$ cat src/rtl/cp0_exc_unit.sv
// Coprocessor-0 exception unit: Status/Cause/EPC/Count/Compare registers,
// Count/Compare timer, interrupt sampling and masking, and exception/ERET
// sequencing with a one-cycle registered PC redirect to fetch.
module cp0_exc_unit #(
  parameter int          NUM_HW_INT = 5,
  parameter int          COUNT_DIV  = 2,
  parameter logic [31:0] EXC_VECTOR = 32'h0000_0180
) (
  input  logic                  sys_clk,
  input  logic                  rst_n,
  input  logic                  c0_valid,
  input  logic [2:0]            c0_op,
  input  logic [4:0]            c0_rd_id,
  input  logic [31:0]           mtc0_data,
  output logic [31:0]           mfc0_data_o,
  input  logic [NUM_HW_INT-1:0] hw_int_i,
  input  logic                  exc_req,
  input  logic [4:0]            exc_code,
  input  logic [31:0]           exc_pc,
  input  logic                  exc_bd,
  input  logic [31:0]           int_pc,
  output logic                  irq_take_o,
  output logic                  redirect_valid_o,
  output logic [31:0]           redirect_pc_o,
  output logic                  timer_int_o
);

  localparam logic [2:0] OP_MFC0 = 3'd0;
  localparam logic [2:0] OP_MTC0 = 3'd1;
  localparam logic [2:0] OP_ERET = 3'd2;
  localparam logic [2:0] OP_DI   = 3'd3;
  localparam logic [2:0] OP_EI   = 3'd4;

  localparam logic [4:0] ID_COUNT   = 5'd9;
  localparam logic [4:0] ID_COMPARE = 5'd11;
  localparam logic [4:0] ID_STATUS  = 5'd12;
  localparam logic [4:0] ID_CAUSE   = 5'd13;
  localparam logic [4:0] ID_EPC     = 5'd14;

  localparam int PW = (COUNT_DIV > 1) ? $clog2(COUNT_DIV) : 1;

  logic [31:0] count_r, compare_r, epc_r;
  logic [7:0]  im_r;
  logic        exl_r, ie_r;
  logic        bd_r, ti_r;
  logic [1:0]  sw_ip_r;
  logic [4:0]  exc_code_r;
  logic [PW-1:0] presc_r;
  logic        redirect_valid_r;
  logic [31:0] redirect_pc_r;

  logic [7:0]  ip;
  logic [31:0] status_val, cause_val, rd_val;
  logic        int_pending, take_exc, do_eret, mtc0_w;
  logic        wr_count, wr_compare, presc_wrap;
  logic [31:0] count_inc;

  // Pending-interrupt vector: software bits, live hardware lines, timer on IP7.
  always_comb begin
    ip = 8'h00;
    ip[1:0] = sw_ip_r;
    for (int k = 0; k < NUM_HW_INT; k++) begin
      ip[2+k] = hw_int_i[k];
    end
    if (NUM_HW_INT == 5) begin
      ip[7] = ti_r | hw_int_i[NUM_HW_INT-1];
    end else begin
      ip[7] = ti_r;
    end
  end

  assign status_val  = {16'h0000, im_r, 6'b000000, exl_r, ie_r};
  assign cause_val   = {bd_r, ti_r, 14'h0000, ip, 1'b0, exc_code_r, 2'b00};
  assign int_pending = ie_r & ~exl_r & (|(ip & im_r));
  assign take_exc    = exc_req | int_pending;
  assign do_eret     = ~take_exc & c0_valid & (c0_op == OP_ERET);
  assign mtc0_w      = ~take_exc & c0_valid & (c0_op == OP_MTC0);
  assign wr_count    = mtc0_w & (c0_rd_id == ID_COUNT);
  assign wr_compare  = mtc0_w & (c0_rd_id == ID_COMPARE);
  assign presc_wrap  = (presc_r == PW'(COUNT_DIV - 1));
  assign count_inc   = count_r + 32'd1;

  assign irq_take_o       = int_pending & ~exc_req;
  assign redirect_valid_o = redirect_valid_r;
  assign redirect_pc_o    = redirect_pc_r;
  assign timer_int_o      = ti_r;

  // Read mux: current (pre-write) register value; DI always returns Status.
  always_comb begin
    rd_val = 32'h0000_0000;
    case (c0_rd_id)
      ID_COUNT:   rd_val = count_r;
      ID_COMPARE: rd_val = compare_r;
      ID_STATUS:  rd_val = status_val;
      ID_CAUSE:   rd_val = cause_val;
      ID_EPC:     rd_val = epc_r;
      default:    rd_val = 32'h0000_0000;
    endcase
    if (c0_valid && (c0_op == OP_DI)) begin
      mfc0_data_o = status_val;
    end else begin
      mfc0_data_o = rd_val;
    end
  end

  // Timer: prescaler, Count, Compare and the TI flag; software writes win.
  always_ff @(posedge sys_clk or negedge rst_n) begin
    if (!rst_n) begin
      presc_r   <= '0;
      count_r   <= 32'h0000_0000;
      compare_r <= 32'h0000_0000;
      ti_r      <= 1'b0;
    end else begin
      if (wr_count) begin
        presc_r <= '0;
        count_r <= mtc0_data;
      end else if (presc_wrap) begin
        presc_r <= '0;
        count_r <= count_inc;
      end else begin
        presc_r <= presc_r + PW'(1);
      end
      if (wr_compare) begin
        compare_r <= mtc0_data;
        ti_r      <= 1'b0;
      end else if (presc_wrap && !wr_count && (count_inc == compare_r)) begin
        ti_r <= 1'b1;
      end
    end
  end

  // Status/Cause/EPC sequencing: exception > interrupt > ERET > DI/EI/MTC0.
  always_ff @(posedge sys_clk or negedge rst_n) begin
    if (!rst_n) begin
      im_r       <= 8'h00;
      exl_r      <= 1'b0;
      ie_r       <= 1'b0;
      bd_r       <= 1'b0;
      sw_ip_r    <= 2'b00;
      exc_code_r <= 5'd0;
      epc_r      <= 32'h0000_0000;
    end else if (take_exc) begin
      exc_code_r <= exc_req ? exc_code : 5'd0;
      exl_r      <= 1'b1;
      if (!exl_r) begin
        if (exc_req) begin
          epc_r <= exc_bd ? (exc_pc - 32'd4) : exc_pc;
          bd_r  <= exc_bd;
        end else begin
          epc_r <= int_pc;
          bd_r  <= 1'b0;
        end
      end
    end else if (do_eret) begin
      exl_r <= 1'b0;
    end else if (c0_valid) begin
      case (c0_op)
        OP_DI: ie_r <= 1'b0;
        OP_EI: ie_r <= 1'b1;
        OP_MTC0: begin
          if (c0_rd_id == ID_STATUS) begin
            im_r  <= mtc0_data[15:8];
            exl_r <= mtc0_data[1];
            ie_r  <= mtc0_data[0];
          end else if (c0_rd_id == ID_CAUSE) begin
            sw_ip_r <= mtc0_data[9:8];
          end
        end
        default: ;
      endcase
    end
  end

  // Redirect: one-cycle pulse to the exception vector or to EPC on ERET.
  always_ff @(posedge sys_clk or negedge rst_n) begin
    if (!rst_n) begin
      redirect_valid_r <= 1'b0;
      redirect_pc_r    <= 32'h0000_0000;
    end else if (take_exc) begin
      redirect_valid_r <= 1'b1;
      redirect_pc_r    <= EXC_VECTOR;
    end else if (do_eret) begin
      redirect_valid_r <= 1'b1;
      redirect_pc_r    <= epc_r;
    end else begin
      redirect_valid_r <= 1'b0;
    end
  end

endmodule

$ cat config.mk
export PLATFORM = sky130hd
export DESIGN_NAME = cp0_exc_unit
export DESIGN_NICKNAME = d
export VERILOG_FILES = /design/src/rtl/cp0_exc_unit.sv
export SDC_FILE = /design/constraint.sdc
export NUM_CORES = 1
export LEC_CHECK = 0
export ABC_AREA = 1
export CAP_MARGIN = 20
export CORE_ASPECT_RATIO = 0.6
export CORE_MARGIN = 1.5
export CORE_UTILIZATION = 35
export DETAILED_ROUTE_END_ITERATION = 12
export HOLD_SLACK_MARGIN = 0.1
export PLACE_DENSITY = 0.62
export SYNTH_ARGS = -nofsm -noshare
export SYNTH_HDL_FRONTEND = slang
export SYNTH_SLANG_ARGS = --single-unit
export TNS_END_PERCENT = 10
$ cat constraint.sdc
create_clock -name sys_clk -period 4.15 [get_ports sys_clk]
set_input_delay 0.6225 -clock sys_clk [delete_from_list [all_inputs] [get_ports sys_clk]]
set_output_delay 0.6225 -clock sys_clk [all_outputs]
set_load 0.01 [all_outputs]
== After elaboration in Yosys (flattened, before gate mapping) ==
Index checks and enable logic that the tools add are counted.

* Add/sub/neg operators: 3
* Equal/unequal tests: 11
* Multiplexer cells: 23
* Bitwise gates (word level): 16
* Reductions and logical operators: 17

{| class="wikitable"
|+ Operators by type and width
! operator !! count
|-
| 32-bit 2-to-1 mux || 7
|-
| 32-bit one-hot mux with 5 select lines || 1
|-
| 32-bit by 1-bit adder with 32-bit output (second input constant) || 1
|-
| 32-bit == test || 1
|-
| 32-bit by 3-bit subtractor with 32-bit output (second input constant) || 1
|-
| 5-bit by 4-bit == test with 1-bit output (second input constant) || 5
|-
| 1-bit 2-to-1 mux || 13
|-
| 3-bit nonzero test || 4
|-
| 5-bit AND reduction || 2
|-
| 1-bit AND || 8
|-
| 8-bit AND || 1
|-
| 8-bit OR reduction || 1
|-
| 3-bit by 2-bit == test with 1-bit output (second input constant) || 2
|-
| 6-bit AND reduction || 1
|-
| 2-bit nonzero test || 3
|-
| 5-bit 2-to-1 mux || 1
|-
| 1-bit inverter || 5
|-
| 3-bit by 1-bit == test with 1-bit output (second input constant) || 1
|-
| 3-bit == test (second input constant) || 1
|-
| 1-bit logical AND || 3
|-
| 1-bit one-hot mux with 3 select lines || 1
|-
| 3-bit AND reduction || 1
|-
| 2-bit by 1-bit != test with 1-bit output (second input constant) || 1
|-
| 1-bit OR || 2
|-
| 3 further kinds || 3
|}

* Bits in registers: 149
* Input port bits: 119
* Output and inout port bits: 67
* Word-level logic and storage cells: 83

== Logic depth before layout (Yosys ltp) ==
Gate-level depths: netlist (run 1).

* Depth in word-level cells: 14
* Depth in mapped cells: 16
* Gate-level depth less buffers: 16

== Worst setup path after synthesis (run 1) ==
No wires, ideal clock.

* Path type: input -> output
* Start: input c0_rd_id[4]
* End: output mfc0_data_o[30]
* Data arrival time: 1948 ps
* Data required time: 3527 ps
* Path slack: 1579 ps
* Stages: 8
* Buffers on the path: 1
* Cell sequence: inv_1 -> nand4_1 -> nor2_1 -> clkinv_1 -> clkbuf_1 -> o22ai_1 -> a221oi_1 -> nor2_1

* Cells in the longest elaborated chain, start to end: 3
* Elaborated cells on any way between the ends: 7
* Those cells by class: eq/ne: 5; mux: 2

{| class="wikitable"
|+ Ends and longest elaborated chain
! element !! line !! RTL
|-
| start, declared || 13 || <nowiki>input logic [4:0] c0_rd_id,</nowiki>
|-
| 5-bit by 4-bit == test with 1-bit output || 91 || <nowiki>case (c0_rd_id)</nowiki>
|-
| 32-bit one-hot mux with 5 select lines * || 91 ||
|-
| 32-bit 2-to-1 mux * || 99 || <nowiki>if (c0_valid && (c0_op == OP_DI)) begin</nowiki>
|-
| end, declared || 15 || <nowiki>output logic [31:0] mfc0_data_o,</nowiki>
|}

Mark *: on every way between the ends. The rest lies on a longest branch, timed or not.

== Worst setup path in the final report (run 1) ==
* Start: input c0_rd_id[0]
* End: output mfc0_data_o[19]

The elaborated chain is that of the path after synthesis.

==> results of run 1 <==
-- cell families (layout without fill, tap and decap cells) --
group	after synthesis	after routing	synth area share [%]
and+or+nand+nor	640	640	29.4
AOI/OAI and AO/OA	286	286	18.1
DFF	149	149	39.9
adders and majority gates	2	2	0.268
buffers and inverters	241	437	9.99
xor gates and xnor gates	24	24	2.33
-- metrics by stage --
step	cells	setup slack (ns)
after CTS	1898	0.533
after global routing	1898	0.300
after global placement	1866	0.558
final	1898	0.480
after detailed placement	1866	0.544
after floorplan	1342	1.58
-- state kept, by name, indices dropped and copies added (netlist names), 2 cells and up --
register	count
compare_r	32
count_r	32
epc_r	32
redirect_pc_o	32
im_r	8
exc_code_r	5
sw_ip_r	2
-- layer usage --
| metal | share of wire (%) | GRT usage (%) | up-vias | wire, um |
|---|---|---|---|---|
| li1 | - | - | 4780 | - |
| met3 | 11 | 7.35 | 52 | 3790 |
| met5 | 0 | 0 | - | 0 |
| met1 | 48 | 38.3 | 4694 | 16900 |
| met2 | 40 | 36.6 | 479 | 14200 |
| met4 | 1.8 | 6.97 | 0 | 624 |
-- cell usage after synthesis (2+ instances only) --
| cell type | count |
|---|---|
| a31oi_1 | 7 |
| nand4_1 | 22 |
| inv_1 | 185 |
| or2_2 | 2 |
| nor2_1 | 146 |
| nor3_2 | 3 |
| dfrtp_1 | 149 |
| ha_1 | 2 |
| buf_4 | 4 |
| o211ai_1 | 18 |
| nand2_4 | 2 |
| nand3_1 | 81 |
| inv_2 | 6 |
| nor2_4 | 9 |
| nor3_1 | 3 |
| nand2_1 | 350 |
| nand2_2 | 5 |
| o21ai_1 | 15 |
| o22ai_1 | 26 |
| buf_1 | 2 |
| and3_1 | 2 |
| o21ai_0 | 149 |
| a221oi_1 | 8 |
| nor2_2 | 6 |
| a21oi_1 | 26 |
| xor2_1 | 17 |
| o221ai_1 | 32 |
| nand3b_1 | 4 |
| clkbuf_1 | 30 |
| buf_2 | 11 |
| nor4_1 | 2 |
| xnor2_1 | 6 |
| clkinv_1 | 3 |
-- layout make-up --
cell class / count / area [um2] / area share [%]
multi-input cells: 952 / 4700 / 38.3
flip-flops and latches: 149 / 3730 / 30.4
repair buffers: 211 / 2070 / 16.9
inverters: 194 / 728 / 5.94
clock buffers: 23 / 468 / 3.81
well taps: 360 / 450 / 3.67
clock inverters: 9 / 126 / 1.03
-- worst min path at each step --
stage,end,slack (ns),depth (start not counted),from
finish,redirect_pc_o[4],0.14,1,rst_n
global route,epc_r[5],0.18,1,rst_n
CTS,redirect_pc_o[4],0.15,1,rst_n
detailed placement,redirect_pc_o[9],0.47,2,redirect_pc_o[9]
global placement,redirect_pc_o[9],0.46,2,redirect_pc_o[9]
floorplan,bd_r,0.33,0,rst_n
-- worst max-delay path, stage by stage --
cell,delay (ns)
clkdlybuf4s50_1,0.46
inv_1,0.06
nor2_1,0.08
nand3_1,0.15
nand3_1,0.13
nand2_1,0.08
inv_1,0.46
o21ai_0,0.34
inv_1,0.13
clkdlybuf4s50_1,0.54
-- layout by cell type, fill, tap and decap left out, types with 26 or more instances in the layout --
| cell type | n |
|---|---|
| o22ai_1 | 26 |
| a21oi_1 | 26 |
| nand3_1 | 81 |
| o21ai_0 | 149 |
| inv_1 | 185 |
| nand2_1 | 350 |
| dfrtp_1 | 149 |
| o221ai_1 | 32 |
| nor2_1 | 144 |
| clkdlybuf4s50_1 | 183 |
-- power groups by stage --
stage | Combinational (mW) | Clock [mW] | Sequential (mW)
detailed placement | 0.874 | 0 | 1.79
finish | 0.880 | 1.59 | 1.77
floorplan | 0.484 | 0 | 1.75
CTS | 0.878 | 1.62 | 1.77
global placement | 0.868 | 0 | 1.79
global route | 0.981 | 1.68 | 1.79
==> flow_metrics.py, run 1 <==
metrics = {
    "power_and_ir_drop": {
        "vdd_drop_max_mv": 0.196,
        "leakagePower_nw": 5.51,
        "seq_power_share_pct": 41.7,
        "comb_power_share_pct": 20.8,
        "p_int_mw": 2.94,
        "p_sw_share_pct": 30.5,
        "clkPwrFrac_pct": 37.6,
        "finalPower_mw": 4.24,
        "power.switching_mw": 1.30,
        "power-per-cell-area_nw_per_um2": 346,
    },
    "layout": {
        "antenna_cells": 0,
        "nFillCells": 2653,
        "final_cell_area_um2": 12300,
        "area_delta_synth_final_pct": 31.3,
        "finish.utilization_pct": 46.6,
        "drive_gt1_share_pct": 6.18,
        "layout.nets": 1646,
    },
    "worst_hold_path": {
        "hp-class": "in -> async",
    },
    "sta": {
        "final.min_clock_period_ns": 3.67,
        "worst_pin_slew_ns": 0.751,
        "min_period_over_period_pct": 88.4,
        "final_hold_viol_count": 0,
        "fmax_mhz": 272,
        "rsz0062_at_grt": "no",
        "finalMaxSlewViolations": 0,
        "whs_ns": 0.136,
        "finalSetupTns_ns": 0,
        "skew_ns": 0.00839,
        "finalSetupViolCount": 0,
        "relSlewSlack_pct": 49.8,
    },
    "yosys": {
        "synth_cell_types": 42,
        "async_flop_share_pct": 100,
        "yosys_warnings": 0,
        "synth_top_area_cell": "dfrtp_1",
        "synth-seq-cells": 149,
        "synth_area_leaders": "dfrtp_1, nand2_1, o21ai_0",
        "syn_avg_cell_area_um2": 6.96,
        "netlist_area_um2": 9350,
        "netlist_instances": 1342,
        "synth_edf_count": 0,
        "postSynthNetCount": 1463,
        "seq_area_frac_synth_pct": 39.9,
        "synth_top_area_share_pct": 39.9,
        "ys.flop_type": "dfrtp_1",
    },
    "die": {
        "start_util_pct": 35.5,
        "core_um2": 26300,
        "die_h_um": 130,
        "dieWidth_um": 214,
        "ioPinCount": 186,
        "num_rows": 46,
        "die-area_um2": 27700,
    },
    "clock_tree": {
        "cts_sinks": 149,
        "path_clk_slew_ns": 0.06,
        "cts_buffer_depth": 2,
        "clockRootBuffer": "clkbuf_16",
        "cts_tree": "done",
        "clk_latency_ns": 0.44,
        "cts_buffers": 17,
        "cts_hold_buf": 0,
        "postCtsSetupRepairBufs": 0,
        "ctsHtreeMaxLevel": 4,
        "ctsResizeCount": 0,
    },
    "setup_path": {
        "path_class": "in -> out",
        "crit_start": "c0_rd_id[0]",
        "cp-endpoint": "mfc0_data_o[19]",
        "crit_fanout": 14,
        "reg2regPathDepth": 15,
        "cp-start-kind": "input pin",
        "required_ns": 3.53,
        "worstPathArrival_ns": 3.05,
        "worstSetupEndpointType": "output port",
        "r2r_start": "count_r[0]",
        "rrSetupSlack_ns": 1.63,
        "worstReg2RegEnd": "timer_int_o",
    },
    "route": {
        "dr.pass1.iters": 6,
        "wl_um": 35500,
        "avgRoutedWirePerCell_um": 18.7,
        "drt_iter0_drc": 1119,
        "drtAntennaViolNets": 0,
        "vias_per_cell": 5.27,
        "drcViolationCount": 0,
        "via_count": 10000,
    },
    "placement": {
        "placement.cell_area_um2": 11700,
        "numPortBuffers": 185,
        "gp_congestion": 0.964,
        "dp_hpwl_um": 27400,
    },
    "global_routing": {
        "gr-usage-all-layers_pct": 25.9,
        "grt_pass1_vias": 9356,
        "antenna_found_initial": 0,
        "grt_start_max_net_pins": 66,
        "grt-ovfl-total": 0,
        "grt_pass1_wl_um": 54500,
    },
    "run": {
        "drv_cap": 0,
    },
    "outcome": {
        "status": "complete, no violations",
    },
}
(Power assumes the default switching activity.)
==> run 2: changes to the inputs <==
CORE_ASPECT_RATIO = 0.5   (was 0.6)
TNS_END_PERCENT = 50   (was 10)
==> run 2 against run 1 <==
Effect of this change: critical path type unchanged; routed wire length is 2.9% higher; clock-buffer cell count is 6 lower; first-iteration DRC count is 9.1% lower; cell count is 0.47% lower; clock skew is 0.0013 ns higher; utilization is 0.10 points lower; hold slack better by 0.083 ns; die area is 0.10% higher; register-to-register slack better by 0.03 ns; non-clock buffer count is 1 lower; critical endpoint is now mfc0_data_o[22]; cell area is 0.12% lower.
==> flow_metrics.py, run 2 (synthesis results as in run 1) <==
metrics = {
    "outcome": {
        "status": "complete, no violations",
    },
    "setup_path": {
        "cp-start-kind": "input pin",
        "cp_slowest_cell": "clkdlybuf4s50_1",
        "worstSetupEndpointType": "output port",
        "cp_cell_sequence": "clkdlybuf4s50_1, nand4_1, nor2_1, clkinv_1, buf_4, o22ai_1, o21ai_0, inv_1, clkdlybuf4s50_1",
        "path_class": "in -> out",
        "required_ns": 3.53,
        "cp_common_cell": "clkdlybuf4s50_1",
        "crit_fanout": 13,
        "critical_path.max_stage_delay_ns": 0.54,
        "worstPathArrival_ns": 3.13,
    },
    "placement": {
        "numPortBuffers": 185,
        "placement.cell_area_um2": 11600,
        "gp_congestion": 0.935,
        "dp_hpwl_um": 28700,
    },
    "sta": {
        "skew_ns": 0.00973,
        "final.min_clock_period_ns": 3.75,
        "rsz0062_at_grt": "no",
        "finalSetupViolCount": 0,
        "relSlewSlack_pct": 35.0,
        "worst_pin_slew_ns": 0.975,
        "finalMaxSlewViolations": 0,
        "fmax_mhz": 266,
        "finalSetupTns_ns": 0,
        "min_period_over_period_pct": 90.5,
        "final_hold_viol_count": 0,
    },
    "clock_tree": {
        "cts_hold_buf": 0,
        "cts_sinks": 149,
        "cts_buffer_depth": 2,
        "clk_latency_ns": 0.45,
        "ctsResizeCount": 0,
        "cts_tree": "done",
        "clockRootBuffer": "clkbuf_16",
        "postCtsSetupRepairBufs": 0,
        "cts_buffers": 17,
        "ctsHtreeMaxLevel": 4,
        "path_clk_slew_ns": 0.07,
    },
    "global_routing": {
        "grt_start_max_net_pins": 98,
        "grt_pass1_wl_um": 55800,
        "antenna_found_initial": 0,
        "grt_pass1_vias": 9295,
        "grt-ovfl-total": 0,
        "gr-usage-all-layers_pct": 27.0,
    },
    "route": {
        "drcViolationCount": 0,
        "drtAntennaViolNets": 0,
        "wl_um": 36500,
        "vias_per_cell": 5.27,
        "avgRoutedWirePerCell_um": 19.3,
        "via_count": 9946,
        "drt_iter0_drc": 1017,
        "dr.pass1.iters": 7,
    },
    "layout": {
        "drive_gt1_share_pct": 6.38,
        "area_delta_synth_final_pct": 31.1,
        "layout.nets": 1645,
        "final_common_cell": "nand2_1",
        "final_cell_mix": "nand2_1, inv_1, clkdlybuf4s50_1, o21ai_0, dfrtp_1",
        "antenna_cells": 0,
        "final_cell_area_um2": 12300,
    },
    "run": {
        "drv_cap": 0,
    },
    "die": {
        "start_util_pct": 35.5,
        "dieWidth_um": 234,
        "die_h_um": 119,
        "num_rows": 42,
        "core_um2": 26300,
        "die-area_um2": 27700,
        "ioPinCount": 186,
    },
    "power_and_ir_drop": {
        "leakagePower_nw": 5.50,
        "power-per-cell-area_nw_per_um2": 353,
        "vdd_drop_max_mv": 0.235,
    },
    "worst_hold_path": {
        "hp-class": "in -> async",
    },
}
==> run 2: cell count changes in the layout (fill, tap and decap cells not counted) <==
cell,before,now
clkinv_4,1,3
inv_8,0,5
clkinv_2,4,0
clkbuf_1,4,0
bufinv_16,3,2
buf_12,2,1
clkbuf_8,2,0
clkinvlp_4,1,2
inv_6,0,3
==> run 2: per-layer routing <==
metal / GRT usage [%] / routed length (um) / up-vias
met5: 0 / 0 / -
met4: 6.25 / 540 / 0
met3: 5.69 / 2880 / 35
met2: 38.1 / 15500 / 374
met1: 41.5 / 17600 / 4767
li1: - / - / 4770
==> run 2: path summary, 6_finish.rpt <==
kind                                    from                 to  slack [ns]  cells after the start
min reg2reg                redirect_pc_o[12]  redirect_pc_o[12]        0.49                      2
max in group asynchronous              rst_n      compare_r[17]        2.98                      2
max                              c0_rd_id[2]    mfc0_data_o[22]        0.40                      9
min in group sys_clk       redirect_pc_o[12]  redirect_pc_o[12]        0.49                      2
max reg2reg                      timer_int_o        count_r[11]        1.66                     11
min                                    rst_n        count_r[23]        0.22                      1
==> run 2: cell type report <==
cell class,count,area [um2]
clock buffers,17,425
clock inverters,15,184
fillers,2641,14100
inverters,194,728
multi-input cells,952,4700
flip-flops and latches,149,3730
well taps,352,440
repair buffers,210,2050
==> run 2: worst max-delay path, delay by kind of cell <==
kind	cells	cell delay, ns
simple gates	2	0.33
buf+inv	5	1.86
compound gates	2	0.31
==> run 2: report_power, final <==
group          switching [mW]  total [mW]  internal, mW
combinational           0.574       0.914         0.340
clock                   0.716        1.63         0.913
sequential              0.150        1.78          1.63
total                    1.44        4.32          2.88
==> run 2: per-stage QoR <==
| stage | instances | util [%] | setup slack (ns) | hold WS (ns) | power [mW] |
|---|---|---|---|---|---|
| 6_report | 1889 | 46.5 | 0.396 | 0.219 | 4.32 |
| 5_1_grt | 1889 | 46.5 | 0.279 | 0.314 | 4.52 |
| 4_1_cts | 1889 | 46.5 | 0.416 | 0.279 | 4.33 |
| 3_5_place_dp | 1857 | 44.2 | 0.410 | 0.475 | 2.70 |
| 3_3_place_gp | 1857 | 44.2 | 0.443 | 0.469 | 2.69 |
| 2_1_floorplan | 1342 | - | 1.58 | 0.327 | 2.23 |
==> run 3: changes to the inputs <==
CTS_BUF_LIST = sky130_fd_sc_hd__clkbuf_2 sky130_fd_sc_hd__clkbuf_4 sky130_fd_sc_hd__clkbuf_8   (was not set)
==> run 3 against run 2 <==
Effect of this change: via count grew 0.15%; critical path depth is the same; sequential share of layout area grew 0.48 points; largest power group unchanged; cell count is the same; global-route usage shrank 0.093 points; clock-buffer cell count is the same; highest routed layer unchanged; total power shrank 9.3%; clock power shrank 25%; combinational power is essentially flat; non-clock buffer count is the same.
==> flow_metrics.py, run 3 (synthesis results as in run 1) <==
metrics = {
    "sta": {
        "rsz0062_at_grt": "no",
        "skew_ns": 0.0163,
        "fmax_mhz": 266,
        "final.min_clock_period_ns": 3.76,
        "worst_pin_slew_ns": 0.954,
        "whs_ns": 0.166,
        "final_hold_viol_count": 0,
        "relSlewSlack_pct": 36.4,
        "min_period_over_period_pct": 90.7,
        "finalSetupViolCount": 0,
        "finalSetupTns_ns": 0,
        "finalMaxSlewViolations": 0,
    },
    "clock_tree": {
        "cts_buffers": 17,
        "cts_buffer_depth": 2,
        "cts_tree": "done",
        "clockRootBuffer": "clkbuf_8",
        "postCtsSetupRepairBufs": 0,
        "clk_latency_ns": 0.50,
        "cts_hold_buf": 0,
        "ctsHtreeMaxLevel": 4,
        "cts_sinks": 149,
        "ctsResizeCount": 0,
        "path_clk_slew_ns": 0.10,
    },
    "setup_path": {
        "path_class": "in -> out",
        "worstPathArrival_ns": 3.14,
        "cp-start-kind": "input pin",
        "cp_slowest_cell": "clkdlybuf4s50_1",
        "cp_cell_sequence": "clkdlybuf4s50_1, nand4_1, nor2_1, clkinv_1, buf_4, o22ai_1, o21ai_0, inv_1, clkdlybuf4s50_1",
        "cp_common_cell": "clkdlybuf4s50_1",
        "cpLargestDelayFamily": "buffers and inverters",
        "worstSetupEndpointType": "output port",
        "crit_fanout": 13,
        "required_ns": 3.53,
        "crit_buf_inv": 5,
        "critical_path.max_stage_delay_ns": 0.54,
    },
    "global_routing": {
        "grt_start_max_net_pins": 98,
        "grt-ovfl-total": 0,
        "gr-usage-all-layers_pct": 26.9,
        "antenna_found_initial": 0,
        "grt_pass1_vias": 9271,
        "grt_pass1_wl_um": 55800,
    },
    "run": {
        "drv_cap": 0,
    },
    "power_and_ir_drop": {
        "power-per-cell-area_nw_per_um2": 325,
        "power.switching_mw": 1.39,
        "comb_power_share_pct": 23.3,
        "seq_power_share_pct": 45.3,
        "p_sw_share_pct": 35.6,
        "vdd_drop_max_mv": 0.184,
        "leakagePower_nw": 5.42,
        "clkPwrFrac_pct": 31.4,
        "p_int_mw": 2.53,
    },
    "route": {
        "via_count": 9961,
        "drtAntennaViolNets": 0,
        "dr.pass1.iters": 5,
        "drcViolationCount": 0,
        "avgRoutedWirePerCell_um": 19.3,
        "wl_um": 36400,
        "vias_per_cell": 5.27,
        "drt_iter0_drc": 999,
    },
    "placement": {
        "gp_congestion": 0.935,
        "numPortBuffers": 185,
        "dp_hpwl_um": 28700,
    },
    "layout": {
        "drive_gt1_share_pct": 6.38,
        "nFillCells": 2672,
        "area_delta_synth_final_pct": 29.1,
        "layout.nets": 1645,
        "final_cell_mix": "nand2_1, inv_1, clkdlybuf4s50_1, o21ai_0, dfrtp_1",
        "antenna_cells": 0,
        "final_common_cell": "nand2_1",
    },
    "die": {
        "die_h_um": 119,
        "num_rows": 42,
        "ioPinCount": 186,
        "start_util_pct": 35.5,
        "core_um2": 26300,
        "dieWidth_um": 234,
        "die-area_um2": 27700,
    },
    "outcome": {
        "status": "complete, no violations",
    },
    "worst_hold_path": {
        "hp-class": "in -> async",
    },
}
-- run 3: routing by layer --
layer / part of all wire (%) / GRT usage (%)
met5: 0 / 0
met1: 49 / 41.8
met2: 43 / 38.3
met3: 6.7 / 4.71
met4: 1.3 / 6.01
-- run 3: per-stage QoR --
step                setup WS (ns)  util (%)  instance area, um2  std cells  total power [mW]
finish                      0.386      45.8               12100       1889              3.92
global route                0.279      45.8               12100       1889              4.11
CTS                         0.416      45.8               12100       1889              3.93
detailed placement          0.410      44.2               11600       1857              2.70
global placement            0.443      44.2               11600       1857              2.69
floorplan                    1.58         -                9350       1342              2.23
-- run 3: area by class of cell --
| type | instances | area [um2] | area share (%) |
|---|---|---|---|
| sequential | 149 | 3730 | 30.9 |
| timing repair buffer | 210 | 2050 | 17.0 |
| clock inverter | 15 | 184 | 1.52 |
| clock buffer | 17 | 234 | 1.94 |
| multi-input combinational | 952 | 4700 | 39.0 |
| inverter | 194 | 728 | 6.04 |
| tap | 352 | 440 | 3.65 |
-- run 3: path summary, 6_finish.rpt --
path,startpoint,slack (ns),depth (start not counted),end
worst max-delay path,c0_rd_id[2],0.39,9,mfc0_data_o[22]
worst min-delay path,rst_n,0.17,1,count_r[20]
worst max register to register,count_r[0],1.65,13,timer_int_o
worst min register to register,redirect_pc_o[19],0.49,2,redirect_pc_o[19]
max in group asynchronous,rst_n,3.01,2,count_r[1]
min in group sys_clk,exc_req,0.46,3,bd_r
-- run 3: power by group through the flow --
stage | combinational, mW | clock (mW) | sequential, mW
after floorplan | 0.484 | 0 | 1.75
after detailed placement | 0.901 | 0 | 1.80
after global routing | 1.01 | 1.31 | 1.80
after CTS | 0.905 | 1.25 | 1.77
after global placement | 0.894 | 0 | 1.80
final | 0.912 | 1.23 | 1.78
-- run 3: worst register-to-register path: stages (launching register included) --
cell and delay, ns:
dfrtp_1 0.46, ha_1 0.22, nand2_2 0.11, nor2_4 0.18
nand3_1 0.24, o21ai_1 0.22, nand2_1 0.10, nand2_1 0.07
nand3_1 0.12, nor2_1 0.12, nand2_1 0.07, nor2_1 0.20
nand2_1 0.13, a21oi_1 0.17
